**src/rtl/ps2_byte_receiver_if.sv**
```systemverilog
// Line-side and byte-side signals of the PS/2 receive stage.
// The master drives the raw lines and enable; the slave is the receiver.
interface ps2_byte_receiver_if;
  logic       PS2_CLK_IN;
  logic       PS2_DATA_IN;
  logic       RX_ENABLE;
  logic [7:0] BYTE_OUT;
  logic       BYTE_READY;
  logic       RX_ERROR;
  logic [1:0] ERR_CODE;
  logic       BUSY;

  modport master (
    output PS2_CLK_IN, PS2_DATA_IN, RX_ENABLE,
    input  BYTE_OUT, BYTE_READY, RX_ERROR, ERR_CODE, BUSY
  );

  modport slave (
    input  PS2_CLK_IN, PS2_DATA_IN, RX_ENABLE,
    output BYTE_OUT, BYTE_READY, RX_ERROR, ERR_CODE, BUSY
  );
endinterface

```
**src/rtl/ps2_byte_receiver.sv**
```systemverilog
// PS/2 device->host receiver: sync + glitch filter + 11-bit frame FSM with timeout.
// Latency: raw stop-bit falling edge to BYTE_READY is FILTER_LEN+4 cycles; no backpressure.
module ps2_byte_receiver #(
  parameter int FILTER_LEN     = 8,
  parameter int TIMEOUT_CYCLES = 20000
) (
  input logic              CLK,
  input logic              RESET,
  ps2_byte_receiver_if.slave rx
);

  localparam int FW = $clog2(FILTER_LEN + 1);
  localparam int TW = $clog2(TIMEOUT_CYCLES + 1);

  typedef enum logic [1:0] {
    IDLE   = 2'd0,
    DATA   = 2'd1,
    PARITY = 2'd2,
    STOP   = 2'd3
  } state_t;

  // Synchronisers and clock filter
  logic          clk_meta, clk_sync;
  logic          data_meta, data_sync;
  logic [FW-1:0] filt_cnt;
  logic          clk_filt, clk_filt_q;
  logic          sample;

  always_ff @(posedge CLK) begin
    if (RESET) begin
      clk_meta   <= 1'b1;
      clk_sync   <= 1'b1;
      data_meta  <= 1'b1;
      data_sync  <= 1'b1;
      filt_cnt   <= '0;
      clk_filt   <= 1'b1;
      clk_filt_q <= 1'b1;
      sample     <= 1'b0;
    end else begin
      clk_meta   <= rx.PS2_CLK_IN;
      clk_sync   <= clk_meta;
      data_meta  <= rx.PS2_DATA_IN;
      data_sync  <= data_meta;
      clk_filt_q <= clk_filt;
      // Registered falling edge keeps the FSM off the filter's combinational path.
      sample     <= clk_filt_q & ~clk_filt;
      if (clk_sync == clk_filt) begin
        filt_cnt <= '0;
      end else if (filt_cnt == FW'(FILTER_LEN - 1)) begin
        clk_filt <= clk_sync;
        filt_cnt <= '0;
      end else begin
        filt_cnt <= filt_cnt + 1'b1;
      end
    end
  end

  // Frame FSM and datapath
  state_t        state, state_nxt;
  logic [7:0]    shreg, shreg_nxt;
  logic [2:0]    bit_cnt, bit_cnt_nxt;
  logic          par_bit, par_nxt;
  logic [TW-1:0] tcnt, tcnt_nxt;
  logic [7:0]    byte_q, byte_nxt;
  logic          rdy_q, rdy_nxt;
  logic          err_q, err_nxt;
  logic [1:0]    code_q, code_nxt;
  logic          timeout_hit;

  assign timeout_hit = (state != IDLE) && !sample && (tcnt == TW'(TIMEOUT_CYCLES - 1));

  always_ff @(posedge CLK) begin
    if (RESET) state <= IDLE;
    else       state <= state_nxt;
  end

  always_comb begin
    state_nxt = state;
    if (!rx.RX_ENABLE || timeout_hit) begin
      state_nxt = IDLE;
    end else if (sample) begin
      unique case (state)
        IDLE:    if (!data_sync) state_nxt = DATA;
        DATA:    if (bit_cnt == 3'd7) state_nxt = PARITY;
        PARITY:  state_nxt = STOP;
        STOP:    state_nxt = IDLE;
        default: state_nxt = IDLE;
      endcase
    end
  end

  always_comb begin
    shreg_nxt   = shreg;
    bit_cnt_nxt = bit_cnt;
    par_nxt     = par_bit;
    byte_nxt    = byte_q;
    rdy_nxt     = 1'b0;
    err_nxt     = 1'b0;
    code_nxt    = code_q;
    if (state == IDLE)                 tcnt_nxt = '0;
    else if (tcnt != TW'(TIMEOUT_CYCLES)) tcnt_nxt = tcnt + 1'b1;
    else                               tcnt_nxt = tcnt;

    if (!rx.RX_ENABLE) begin
      tcnt_nxt = '0;
    end else if (timeout_hit) begin
      tcnt_nxt = '0;
      err_nxt  = 1'b1;
      code_nxt = 2'b11;
    end else if (sample) begin
      tcnt_nxt = '0;
      unique case (state)
        IDLE: begin
          if (!data_sync) begin
            bit_cnt_nxt = '0;
            shreg_nxt   = '0;
          end
        end
        DATA: begin
          shreg_nxt = {data_sync, shreg[7:1]};
          if (bit_cnt != 3'd7) bit_cnt_nxt = bit_cnt + 3'd1;
        end
        PARITY: par_nxt = data_sync;
        STOP: begin
          // Framing error outranks a parity error.
          if (!data_sync) begin
            err_nxt  = 1'b1;
            code_nxt = 2'b10;
          end else if (^{shreg, par_bit}) begin
            rdy_nxt  = 1'b1;
            byte_nxt = shreg;
            code_nxt = 2'b00;
          end else begin
            err_nxt  = 1'b1;
            code_nxt = 2'b01;
          end
        end
        default: ;
      endcase
    end
  end

  always_ff @(posedge CLK) begin
    if (RESET) begin
      shreg   <= '0;
      bit_cnt <= '0;
      par_bit <= 1'b0;
      tcnt    <= '0;
      byte_q  <= '0;
      rdy_q   <= 1'b0;
      err_q   <= 1'b0;
      code_q  <= 2'b00;
    end else begin
      shreg   <= shreg_nxt;
      bit_cnt <= bit_cnt_nxt;
      par_bit <= par_nxt;
      tcnt    <= tcnt_nxt;
      byte_q  <= byte_nxt;
      rdy_q   <= rdy_nxt;
      err_q   <= err_nxt;
      code_q  <= code_nxt;
    end
  end

  assign rx.BYTE_OUT   = byte_q;
  assign rx.BYTE_READY = rdy_q;
  assign rx.RX_ERROR   = err_q;
  assign rx.ERR_CODE   = code_q;
  assign rx.BUSY       = (state != IDLE);

endmodule

```
**src/flat_wrapper.sv**
```systemverilog
// flat-port wrapper written by rule: the top's interface ports become plain ports
module ps2_byte_receiver_flat 
#(
  parameter int FILTER_LEN     = 8,
  parameter int TIMEOUT_CYCLES = 20000
)
  (CLK, RESET, rx_PS2_CLK_IN, rx_PS2_DATA_IN, rx_RX_ENABLE, rx_BYTE_OUT, rx_BYTE_READY, rx_RX_ERROR, rx_ERR_CODE, rx_BUSY);
  ps2_byte_receiver_if rx_i ();
  input logic CLK;
  input logic RESET;
  input wire logic [$bits(rx_i.PS2_CLK_IN)-1:0] rx_PS2_CLK_IN;
  input wire logic [$bits(rx_i.PS2_DATA_IN)-1:0] rx_PS2_DATA_IN;
  input wire logic [$bits(rx_i.RX_ENABLE)-1:0] rx_RX_ENABLE;
  output wire logic [$bits(rx_i.BYTE_OUT)-1:0] rx_BYTE_OUT;
  output wire logic [$bits(rx_i.BYTE_READY)-1:0] rx_BYTE_READY;
  output wire logic [$bits(rx_i.RX_ERROR)-1:0] rx_RX_ERROR;
  output wire logic [$bits(rx_i.ERR_CODE)-1:0] rx_ERR_CODE;
  output wire logic [$bits(rx_i.BUSY)-1:0] rx_BUSY;
  assign rx_i.PS2_CLK_IN = rx_PS2_CLK_IN;
  assign rx_i.PS2_DATA_IN = rx_PS2_DATA_IN;
  assign rx_i.RX_ENABLE = rx_RX_ENABLE;
  assign rx_BYTE_OUT = rx_i.BYTE_OUT;
  assign rx_BYTE_READY = rx_i.BYTE_READY;
  assign rx_RX_ERROR = rx_i.RX_ERROR;
  assign rx_ERR_CODE = rx_i.ERR_CODE;
  assign rx_BUSY = rx_i.BUSY;
  ps2_byte_receiver #(.FILTER_LEN(FILTER_LEN), .TIMEOUT_CYCLES(TIMEOUT_CYCLES)) u_core (.CLK(CLK), .RESET(RESET), .rx(rx_i));
endmodule
```
**config.mk**
```make
export PLATFORM = sky130hd
export DESIGN_NAME = ps2_byte_receiver_flat
export DESIGN_NICKNAME = d
export VERILOG_FILES = /design/src/rtl/ps2_byte_receiver_if.sv /design/src/rtl/ps2_byte_receiver.sv /design/src/flat_wrapper.sv
export SDC_FILE = /design/constraint.sdc
export NUM_CORES = 1
export LEC_CHECK = 0
export ABC_AREA = 1
export BUFFER_PORTS_ARGS = -buffer_cell sky130_fd_sc_hd__buf_2
export CORE_MARGIN = 2
export CORE_UTILIZATION = 63
export DETAILED_ROUTE_END_ITERATION = 10
export HOLD_SLACK_MARGIN = 0.1
export PLACE_DENSITY = 0.83
export REMOVE_ABC_BUFFERS = 1
export SETUP_SLACK_MARGIN = 0.15
export SYNTH_ARGS = -nofsm -noshare
export SYNTH_HDL_FRONTEND = slang
export SYNTH_SLANG_ARGS = --single-unit
```
**constraint.sdc**
```tcl
create_clock -name CLK -period 3.7 [get_ports CLK]
set_input_delay 0 -clock CLK [delete_from_list [all_inputs] [get_ports CLK]]
set_output_delay 0 -clock CLK [all_outputs]
set_load 0.05 [all_outputs]
```
## Word-level counts from Yosys, hierarchy flattened

Cells that the tools add are included.

- Register bits: 52
- Latch bits: 0
- Bits in writable memories: 0
- Bits in read-only memories: 0
- Input port bits: 5
- Output and inout bits: 13
- Logic and storage cells: 82
- Memories kept: 0

- Add/sub/neg operators: 3
- Multipliers: 0
- Divide/modulo/power cells: 0
- $lt $le $gt $ge: 0
- Eq/ne operators: 12
- Shift operators: 0
- Muxes and demuxes: 19
- Bitwise operators: 8
- Reductions and logical operators: 23

Operators with widths:

| operator | count |
|---|---|
| $pmux 8 s2 | 1 |
| $add 15x1->15 const B | 1 |
| $eq 15x15->1 const B | 1 |
| $ne 15x15->1 const B | 1 |
| $mux 2 | 6 |
| $reduce_and 6->1 | 2 |
| $reduce_xor 9->1 | 1 |
| $mux 8 | 1 |
| $pmux 2 s4 | 1 |
| $reduce_bool 2->1 | 4 |
| $mux 1 | 7 |
| $not 1->1 | 7 |
| $mux 3 | 2 |
| $pmux 3 s2 | 1 |
| $reduce_and 3->1 | 2 |
| $reduce_or 6->1 | 1 |
| $reduce_and 5->1 | 1 |
| $reduce_or 5->1 | 1 |
| $add 4x1->4 const B | 1 |
| $eq 2x2->1 const B | 2 |
| $eq 4x3->1 const B | 1 |
| $ne 2x1->1 const B | 2 |
| $reduce_and 4->1 | 1 |
| $reduce_or 2->1 | 2 |
| 13 further kinds | 15 |

## Longest topological paths before layout

Gate-level depths: netlist of the first run.

- Word-level depth: 6
- Mapped depth: 12
- Gate-level depth less buffers: 11

## Least setup slack after synthesis of the first run

No wires, ideal clock.

- Kind: register to register
- Start: register u_core.state[0]
- End: register u_core.tcnt[12]
- Library setup time: 0.114 ns
- Data arrival time: 1.493 ns
- Required time: 3.586 ns
- Setup slack: 2.092 ns
- Stages on the path, launching flop included: 10
- Buffers on the path: 1
- Period minus slack after synthesis: 1.608 ns
- Cells stage by stage: dfxtp_1 inv_1 ha_1 nor3_1 nand4_2 nand2_2 inv_2 nand3_2 buf_4 nor2_1

- Longest elaborated chain between the ends: 4
- Elaborated cells between the ends (all ways): 5
- Classes of those cells: reduce/logical (5)

RTL lines:

| what | line | RTL |
|---|---|---|
| start, declared | ps2_byte_receiver.sv:59 | `state_t state, state_nxt;` |
| start signal, assigned | ps2_byte_receiver.sv:74 | `else state <= state_nxt;` |
| $reduce_bool 2->1 | ps2_byte_receiver.sv:70 | `assign timeout_hit = (state != IDLE) && !sample && (tcnt == TW'(TIMEOUT_CYCLES - 1));` |
| $logic_and 1x1->1 (2 in a row) | ps2_byte_receiver.sv:70 |  |
| $reduce_or 5->1 (no source line) * | n/a |  |
| end signal, assigned | ps2_byte_receiver.sv:157 | `tcnt <= tcnt_nxt;` |
| end, declared | ps2_byte_receiver.sv:63 | `logic [TW-1:0] tcnt, tcnt_nxt;` |

Every way passes the cells marked *; elsewhere a longest branch is shown, timed or not.
A chain may end at the register's enable or synchronous reset.

## Worst setup path in the final report of the first run

- Start: register u_core.state[1]
- End: register u_core.shreg[5]

- Longest elaborated chain between the ends: 5
- Elaborated cells between the ends (all ways): 10
- Classes of those cells: eq/ne (2); mux (1); bitwise (1); reduce/logical (6)

RTL lines:

| what | line | RTL |
|---|---|---|
| $reduce_bool 2->1 | ps2_byte_receiver.sv:70 |  |
| $logic_and 1x1->1 (2 in a row) | ps2_byte_receiver.sv:70 |  |
| $not 1->1 (no source line) | n/a |  |
| $reduce_and 5->1 (no source line) | n/a |  |
| end signal, assigned | ps2_byte_receiver.sv:154 | `shreg <= shreg_nxt;` |
| end, declared | ps2_byte_receiver.sv:60 | `logic [7:0] shreg, shreg_nxt;` |

Several ways; a longest one is shown, not always the timed one.

==> impl_results.md, run 1 <==
* Global route hottest layer: met2
* Initial antenna violation count at 0
* Core area at just under 4000 um2
* TritonRoute pass-1 iters at 4
* Count of state elements after synthesis at 52
* Total Neg Setup Slack at 0 ns
* Fin nets at slightly above 400
* Setup Skew at about 0.0088 ns
* Distinct cells, synth at 32
* Cts bufs inserted at 5
* Sequential power share at 60.8%
* Hold_ws at 0.415 ns
* Vert. Die Dim at ~68 um
* Top cells by count, synth: nand2_1 (112), dfxtp_1 (52), nor2_1 (52)
* Met1 Use GR at 29.5%
* Least-Margin Pin Slew at approximately 0.56 ns
* # clock sinks at 52
* Number of flops mapped to enable cells by yosys at 0
* WS Path Type: flop to flop
* Logic gate share of total power at ~2.1%
* Pleak at around 1.3 nW
* Total number of H-tree levels at 2
* Max Clk Rate at 0.509 GHz
* HPWL after DPL at 3380 um
* Initial core utilization at approximately 65%
* DRC violations left at 0
* Final instance area at ~2800 um2
* M2 GR Usage at 37.5%
* Fill cells at 343
* Final Hold Fails at 0
* Max cap viols at 0
* CP startpoint kind: flop
* CTS tree: yes
* Cells after DPL at 430
* Final setup fails at 0
* Post-synth ARST share at 0%
* Initial DRC count at around 140
* Vias in the first global route at around 1,900
* Total gr overflow at 0
* Largest net degree at the start of global routing at 23
* Sequential share of the synthesized area at approximately 40%
* P per Cell Area at about 330 nW/um2
* Worst endpoint data arrival time at 2.21 ns
* Final WL at roughly 4700 um
* Overall Global Routing Usage at 22.8%
* Net Switching at 0.000190 W
* Mapped Area at roughly 2600 um2
* Post-Layout Cell Count at roughly 440
* RePlAce Congestion at around 0.79
* Slew Viols, Final at 0
* Area grow syn2layout at 8.97%
* Mapped Cells at between 300 and 400
* Fraction of layout cells with a size suffix above 1 at 11.5%
* Row count at 23
* Pint at 0.000735 W
* Crit path capture type: flop
* Chip width at 67.8 um
* Post-layout minimum cycle time at just under 2 ns
* Relative slew slack at between 60% and 70%
* Clk buf depth at 2
* Via density at 5.11
* First-pass GRT wire length at ~7900 um
* Synth warn at 0
* Outcome: completed
* Via count at 2,255
* Clk pin slew, worst setup/hold paths at ~0.09 ns
* Syn_area_per_cell at 6.92 um2
* Yosys top cell area share at about two fifths
* Top post-synthesis cells by area: dfxtp_1 (41%), nand2_1 (16%), nor2_1 (7.6%)
* Routed Antenna Nets at 0
* Met3 Use GR at 5.92%
* Ant. Diodes at 0
* Skew-Pair Late Insertion Delay at between 0.3 and 0.4 ns
* Die area at between 4000 and 5000 um2
* RSZ-0062 raised after global routing: false
* IO Port Bufs at 17
* Count leader, synth: nand2_1
* Hold crit path type: flop to flop
* Switching share of power at between 20 and 25%
* Top_reg_cell synth: dfxtp_1
* Critical Path Fanout Max at 13
* Synth area leader: dfxtp_1
* Peak supply drop at around 0.00037 V
* Wire per inst at approximately 11 um
* Worst endpoint required time at 3.95 ns
* Ports at 18
* Placed instance area at roughly 2700 um2
* Root Buffer: clkbuf_8
* Clock share of power at 37.1%
* Cts repair resizes at 0
* Final period util at around 53%
layer usage:
layer  up-vias  part of all wire (%)
met5         -                     0
met4         0                   1.2
met3         6                   4.8
met2        46                    45
met1      1004                    49
li1       1199                     -
layout make-up:
cell class                      instances  area (um2)  share of cell area, %
Tap cell                               50        62.6                   2.24
Inverter                               46         173                   6.17
Clock buffer                            7        96.3                   3.44
Timing Repair Buffer                   21         125                   4.47
Multi-Input combinational cell        265        1300                   46.5
Sequential cell                        52        1040                   37.2
registers in the layout, summed over array words and instances, names as in the netlist:
name                  cells
u_core.rx.BYTE_OUT        8
u_core.rx.RX_ERROR        1
u_core.shreg              8
u_core.state              2
u_core.sample             1
u_core.data_sync          1
u_core.rx.ERR_CODE        2
u_core.clk_filt           1
u_core.clk_filt_q         1
u_core.bit_cnt            3
u_core.rx.BYTE_READY      1
u_core.data_meta          1
u_core.tcnt              15
u_core.filt_cnt           4
u_core.clk_meta           1
u_core.par_bit            1
u_core.clk_sync           1
per-stage QoR:
stage / total power [W] / util, % / setup slack (ns)
after floorplan: 0.000583 / - / 2.10
after global placement: 0.000592 / 67.0 / 1.89
after detailed placement: 0.000592 / 67.0 / 1.79
after CTS: 0.000931 / 70.4 / 1.75
after global routing: 0.000953 / 70.4 / 1.46
final: 0.000925 / 70.4 / 1.74
path summary, 6_finish.rpt:
path / to / depth (start not counted) / slack (ns) / startpoint
setup reg to reg: u_core.shreg[5] / 8 / 1.74 / u_core.state[1]
hold / removal: u_core.data_sync / 1 / 0.41 / u_core.data_meta
hold reg to reg: u_core.data_sync / 1 / 0.41 / u_core.data_meta
setup / recovery: u_core.shreg[5] / 8 / 1.74 / u_core.state[1]
critical path, cell delays in order, from the launching register on:
cell and delay [ns]:
dfxtp_1 0.35, inv_1 0.10, ha_1 0.39, nor2_1 0.11
nor2_1 0.47, nand2_2 0.23, nand2_1 0.12, nand2_1 0.06
nor2_1 0.07
timing repair:
action	CTS	global route
hold endpoints to repair	16	0
hold buffers	4	0
buffers inserted	0	0
cell families (layout without fill, tap and decap cells):
group / Yosys count / in the layout / share of synthesized area (%)
flops: 52 / 52 / 40.5
simple gates: 224 / 224 / 38.5
fa+ha+maj: 9 / 9 / 4.39
compound gates: 26 / 26 / 5.70
xor+xnor: 6 / 6 / 2.05
buf+inv: 54 / 74 / 8.82
cell usage in the layout, fill, tap and decap left out:
| master | count |
|---|---|
| nor3_2 | 1 |
| or2_2 | 4 |
| nand2_1 | 112 |
| xor2_1 | 4 |
| nor2_1 | 52 |
| or2_0 | 2 |
| nand4_1 | 7 |
| nand3_2 | 3 |
| o21bai_1 | 1 |
| a31oi_1 | 2 |
| nand4_2 | 1 |
| a211oi_1 | 1 |
| inv_1 | 44 |
| nand3_1 | 24 |
| o211ai_1 | 2 |
| dfxtp_1 | 52 |
| o21ai_0 | 3 |
| xnor2_1 | 2 |
| dlygate4sd3_1 | 4 |
| a21oi_1 | 16 |
| a21oi_2 | 1 |
| nor4_1 | 1 |
| ha_1 | 9 |
| nor3b_1 | 2 |
| clkbuf_8 | 7 |
| nand2_2 | 4 |
| nor3_1 | 6 |
| buf_2 | 17 |
| inv_2 | 2 |
| nor2_2 | 4 |
| nand3_4 | 1 |
power groups by stage:
stage	Sequential, W	Combinational (W)	Clock (W)
after floorplan	0.000576	0.00000778	0
after global placement	0.000576	0.0000155	0
after detailed placement	0.000576	0.0000158	0
after CTS	0.000563	0.0000190	0.000349
after global routing	0.000563	0.0000211	0.000368
final	0.000563	0.0000193	0.000343
Note: power is estimated with default switching activity, not from simulation.
==> run 2: changes to the inputs <==
--- a/config.mk
+++ b/config.mk
@@ -8,10 +8,10 @@
 export ABC_AREA = 1
 export BUFFER_PORTS_ARGS = -buffer_cell sky130_fd_sc_hd__buf_2
 export CORE_MARGIN = 2
-export CORE_UTILIZATION = 63
+export CORE_UTILIZATION = 59
 export DETAILED_ROUTE_END_ITERATION = 10
 export HOLD_SLACK_MARGIN = 0.1
-export PLACE_DENSITY = 0.83
+export PLACE_DENSITY = 0.78
 export REMOVE_ABC_BUFFERS = 1
 export SETUP_SLACK_MARGIN = 0.15
 export SYNTH_ARGS = -nofsm -noshare
==> constraint.sdc (replaced) <==
create_clock -name CLK -period 2 [get_ports CLK]
set_input_delay 0 -clock CLK [delete_from_list [all_inputs] [get_ports CLK]]
set_output_delay 0 -clock CLK [all_outputs]
set_load 0.05 [all_outputs]
==> run 2 against run 1 <==
Effect of this change:
- sequential power increased by 85%
- final area increased by 1.6%
- die area increased by 6.4%
- global-route usage decreased by 3.0 points
- setup slack got worse by 1.4 ns
- non-clock buffer count increased by 3
- clock skew increased by 0.00085 ns
- sequential share of layout area decreased by 0.55 points
- via count decreased by 2.0%
- hold slack got worse by 0.0012 ns
- critical path depth increased by 1
- critical endpoint is now u_core.bit_cnt[1]
- first-iteration DRC count decreased by 10%
==> impl_results.md, run 2 (synthesis results as in run 1) <==
* Outcome: completed
* Clk buf depth at 2
* Overall Global Routing Usage at between 10% and 20%
* Critical path's top delay family: simple AND/OR/NAND/NOR gates
* Hold crit path type: flop to flop
* Crit-path slowest cell: dfxtp_1
* Post-Layout Cell Count at approximately 450
* Setup Skew at 0.00969 ns
* TritonRoute pass-1 iters at 4
* R2R depth at 9
* Hold path start: u_core.data_meta
* CP Launch Point: u_core.state[1]
* Routed Antenna Nets at 0
* Max cap viols at 0
* Post-CTS setup buffers at 0
* Vias in the first global route at a little under 2,000
* Critical path buffers and inverters at 2
* HPWL after DPL at between 3000 and 4000 um
* Core area at 4090 um2
* Max Clk Rate at just under 0.6 GHz
* Largest net degree at the start of global routing at 22
* CP startpoint kind: flop
* Ports at 18
* WHS Path Cells at 1
* Fin nets at between 400 and 500
* RePlAce Congestion at approximately 0.83
* Total gr overflow at 0
* Fin util at a little over two thirds
* Final Hold Fails at 0
* Initial antenna violation count at 0
* Stages on worst setup path at 9
* Crit path capture type: flop
* Via density at between 4 and 5
* P per Cell Area at roughly 590 nW/um2
* Die area at a little under 5000 um2
* Worst endpoint required time at between 2 and 2.5 ns
* Root Buffer: clkbuf_8
* RSZ-0062 raised after global routing: false
* Hold_ws at just over 0.4 ns
* Most common cell after layout, fill and taps aside: nand2_1
* Final period util at between 80 and 90%
* Vert. Die Dim at ~70 um
* Total number of H-tree levels at 2
* Total Neg Setup Slack at 0 ns
* Post-layout minimum cycle time at ~1.7 ns
* DRC violations left at 0
* Row count at 23
* Largest register FFs at 15
* Initial core utilization at between 60% and 70%
* Reg2reg start: u_core.state[1]
* First-pass GRT wire length at roughly 8100 um
* Fraction of layout cells with a size suffix above 1 at between 10 and 15%
* Cells after DPL at around 430
* Ant. Diodes at 0
* Wire per inst at approximately 11 um
* Final WL at between 4000 and 5000 um
* WS Path Type: flop to flop
* Most frequent cells in the layout: nand2_1 (112), nor2_1 (52), dfxtp_1 (51)
* Critical path's most frequent cell: nand2_1
* # clock sinks at 52
* Via count at 2,210
* Max incr delay on CP at about 0.4 ns
* Critical Path Fanout Max at 16
* Pleak at between 1 and 1.5 nW
* R2r setup slk at 0.32 ns
* Least-Margin Pin Slew at 0.494 ns
* IO Port Bufs at 17
* Final setup fails at 0
* Peak supply drop at 0.000544 V
* Cts bufs inserted at 5
* Clk pin slew, worst setup/hold paths at 0.09 ns
* Slew Viols, Final at 0
* Skew-Pair Late Insertion Delay at around 0.30 ns
* Register with the most flip-flops: u_core.tcnt
* Chip width at around 70 um
* Area grow syn2layout at 10.7%
* Worst endpoint data arrival time at 1.91 ns
* CTS tree: yes
* Fill cells at 375
* CP cell instances: inv_1 > ha_2 > nor3_2 > nand4_2 > nand2_2 > inv_4 > nand2_1 > nand2_1 > a21oi_1
* Relative slew slack at 67.0%
* Initial DRC count at between 100 and 150
run 2: where the power goes:
part,internal [W],total (W),switching (W),leakage (nW)
Sequential,0.00104,0.00104,0.00000275,0.420
Combinational,0.0000147,0.0000387,0.0000240,0.830
Clock,0.000283,0.000604,0.000321,0.0455
Total,0.00134,0.00168,0.000348,1.30
run 2: worst paths after layout:
kind                             to
setup reg to reg  u_core.bit_cnt[1]
hold / removal     u_core.data_sync
hold reg to reg    u_core.data_sync
setup / recovery  u_core.bit_cnt[1]
run 2: per-layer routing:
layer | share of wire (%) | track usage, %
met1 | 51 | 26.4
met2 | 45 | 33.1
met3 | 3.8 | 4.76
met4 | 0.81 | 3.85
met5 | 0 | 0
run 2: cell type report:
cell class | instances | area, um2 | area share (%)
Tap cell | 50 | 62.6 | 2.20
Multi-Input combinational cell | 265 | 1330 | 46.6
Sequential cell | 52 | 1040 | 36.7
Inverter | 46 | 175 | 6.16
Clock buffer | 8 | 90.1 | 3.17
Timing Repair Buffer | 24 | 148 | 5.19
run 2: per-stage QoR:
stage	setup slack (ns)	cell area, um2	total power, W
after floorplan	0.397	2510	0.00108
after global placement	0.236	2680	0.00110
after detailed placement	0.134	2680	0.00110
after CTS	0.173	2830	0.00170
after global routing	0.158	2840	0.00174
final	0.324	2840	0.00168
run 2: timing repair:
action	in CTS	in global routing
endpoints found under the setup margin	15	29
gates resized for setup	2	6
gates cloned	0	0
endpoints found under the hold margin	6	0
hold buffers	4	0
==> run 3: changes to the inputs <==
==> constraint.sdc (replaced) <==
create_clock -name CLK -period 1.7 [get_ports CLK]
set_input_delay 0 -clock CLK [delete_from_list [all_inputs] [get_ports CLK]]
set_output_delay 0 -clock CLK [all_outputs]
set_load 0.05 [all_outputs]
==> run 3 against run 2 <==
Effect of this change:
- combinational power increased by 49%
- via count increased by 7.2%
- hold slack improved by 0.0018 ns
- critical path depth is 1 higher
- critical endpoint unchanged
- largest cell class unchanged
- largest power group unchanged
- register-to-register slack got worse by 0.12 ns
- die area unchanged
==> impl_results.md, run 3 (synthesis results as in run 1) <==
* Outcome: completed
* Clock share of power at ~42%
* WS Path Type: flop to flop
* Least-Margin Pin Slew at around 0.41 ns
* Skew-Pair Late Insertion Delay at slightly above 0.3 ns
* Crit-path slowest cell: dfxtp_4
* Worst endpoint data arrival time at roughly 1.7 ns
* Ant. Diodes at 0
* Largest register FFs at 15
* Most frequent cells in the layout: nand2_1 (100), nor2_1 (47), inv_1 (41)
* Logic gate share of total power at under 10%
* Cts bufs inserted at 5
* Switching share of power at approximately 19%
* RSZ-0062 raised after global routing: true
* Critical path's most frequent cell: nand2_2
* Worst slack, placed at roughly 0.066 ns
* Crit path capture type: flop
* Setup ws final at approximately 0.2 ns
* Total gr overflow at 0
* # clock sinks at 52
* Setup Skew at roughly 0.005 ns
* Area grow syn2layout at 26.2%
* Root Buffer: clkbuf_8
* Register with the most flip-flops: u_core.tcnt
* Pint at about 0.0018 W
* Peak supply drop at around 0.00046 V
* Via count at 2,370
* Via density at a little over 5
* Vert. Die Dim at 70.0 um
* Most common cell after layout, fill and taps aside: nand2_1
* Total Neg Setup Slack at 0 ns
* Slew Viols, Final at 0
* Core area at 4090 um2
* Total number of H-tree levels at 2
* Critical path buffers and inverters at 3
* Pleak at 1.45 nW
* Max cap viols at 0
* Fin nets at 429
* Worst endpoint required time at 1.94 ns
* Cells after DPL at ~450
* Chip width at between 60 and 70 um
* Wire per inst at about 12 um
* Post-Layout Cell Count at 466
* Routed Antenna Nets at 0
* HPWL after DPL at about 3500 um
* Final WL at between 5000 and 6000 um
* IO Port Bufs at 17
* Clk pin slew, worst setup/hold paths at approximately 0.090 ns
* Max incr delay on CP at between 0.3 and 0.4 ns
* First-pass GRT wire length at 8960 um
* Final period util at between 80% and 90%
* Relative slew slack at 72.4%
* Largest net degree at the start of global routing at 22
* Initial DRC count at 130
* Initial core utilization at about 63%
* CP startpoint kind: flop
* Row count at 23
* Vias in the first global route at around 2,100
* Net Switching at roughly 0.00042 W
* P per Cell Area at approximately 670 nW/um2
* Final Hold Fails at 0
* Max Clk Rate at between 0.6 and 0.7 GHz
* Overall Global Routing Usage at a little under a quarter
* Ports at 18
* CP cell instances: inv_1 > nand4_1 > nor2_4 > nand4_2 > nand2_2 > inv_4 > buf_4 > nand2_2 > nand2_1 > a21oi_1
* RePlAce Congestion at about 0.85
* Post-layout minimum cycle time at between 1 and 1.5 ns
* Die area at about 4900 um2
* Final setup fails at 0
* Clk buf depth at 2
* Critical path's top delay family: simple AND/OR/NAND/NOR gates
* Sequential power share at 55.8%
* CTS tree: yes
* R2r setup slk at between 0.2 and 0.25 ns
* Critical Path Fanout Max at 6
* Fraction of layout cells with a size suffix above 1 at 28.6%
* DRC violations left at 0
* Initial antenna violation count at 0
* TritonRoute pass-1 iters at 4
* Hold crit path type: primary input to flop
* Fill cells at approximately 280
run 3: worst reg2reg max path, cell delays in order, from the launching register on:
cell and delay [ns]:
dfxtp_4 0.37, inv_1 0.07, nand4_1 0.14, nor2_4 0.16, nand4_2 0.10, nand2_2 0.11, inv_4 0.06, buf_4 0.15
nand2_2 0.07, nand2_1 0.05, a21oi_1 0.14
run 3: path summary, 6_finish.rpt:
| check | end | cells past startpoint | from |
|---|---|---|---|
| max | u_core.bit_cnt[1] | 10 | u_core.tcnt[8] |
| min reg2reg | u_core.clk_sync | 1 | u_core.clk_meta |
| max reg2reg | u_core.bit_cnt[1] | 10 | u_core.tcnt[8] |
| min | u_core.data_meta | 3 | rx_PS2_DATA_IN |
run 3: timing repair:
item                                    4_1_cts  5_1_grt
hold endpoints to repair                      8        0
buffers inserted                              1        4
gates cloned                                  1        0
pin swaps                                     2       14
hold buffers                                  4        0
endpoints found under the setup margin       21       39
gates resized for setup                       9       58
run 3: cell type report:
| type | instances | area, um2 | area share, % |
|---|---|---|---|
| Clock buffer | 7 | 96.3 | 2.97 |
| Clock inverter | 1 | 30.0 | 0.927 |
| Inverter | 46 | 175 | 5.41 |
| Multi-Input combinational cell | 266 | 1490 | 46.0 |
| Sequential cell | 52 | 1070 | 33.1 |
| Tap cell | 50 | 62.6 | 1.93 |
| Timing Repair Buffer | 44 | 314 | 9.69 |
run 3: metal layers:
layer / part of all wire [%] / global-route usage [%]
met1: 48 / 28.5
met2: 47 / 37.9
met3: 3.3 / 5.63
met4: 1.7 / 6.62
met5: 0 / 0
run 3: through the flow:
stage / area (um2) / hold WS (ns) / power, W / util, %
5_1_grt: 3240 / 0.410 / 0.00227 / 79.3
3_5_place_dp: 2810 / 0.186 / 0.00130 / 68.7
2_1_floorplan: 2510 / 0.0624 / 0.00127 / -
3_3_place_gp: 2810 / 0.184 / 0.00130 / 68.7
6_report: 3240 / 0.415 / 0.00219 / 79.3
4_1_cts: 3030 / 0.395 / 0.00221 / 74.1
run 3: power by group through the flow:
stage / logic (W) / clock network [W] / registers, W
4_1_cts: 0.0000523 / 0.000933 / 0.00123
5_1_grt: 0.0000622 / 0.000981 / 0.00122
6_report: 0.0000575 / 0.000908 / 0.00122
2_1_floorplan: 0.0000169 / 0 / 0.00125
3_3_place_gp: 0.0000433 / 0 / 0.00125
3_5_place_dp: 0.0000437 / 0 / 0.00125
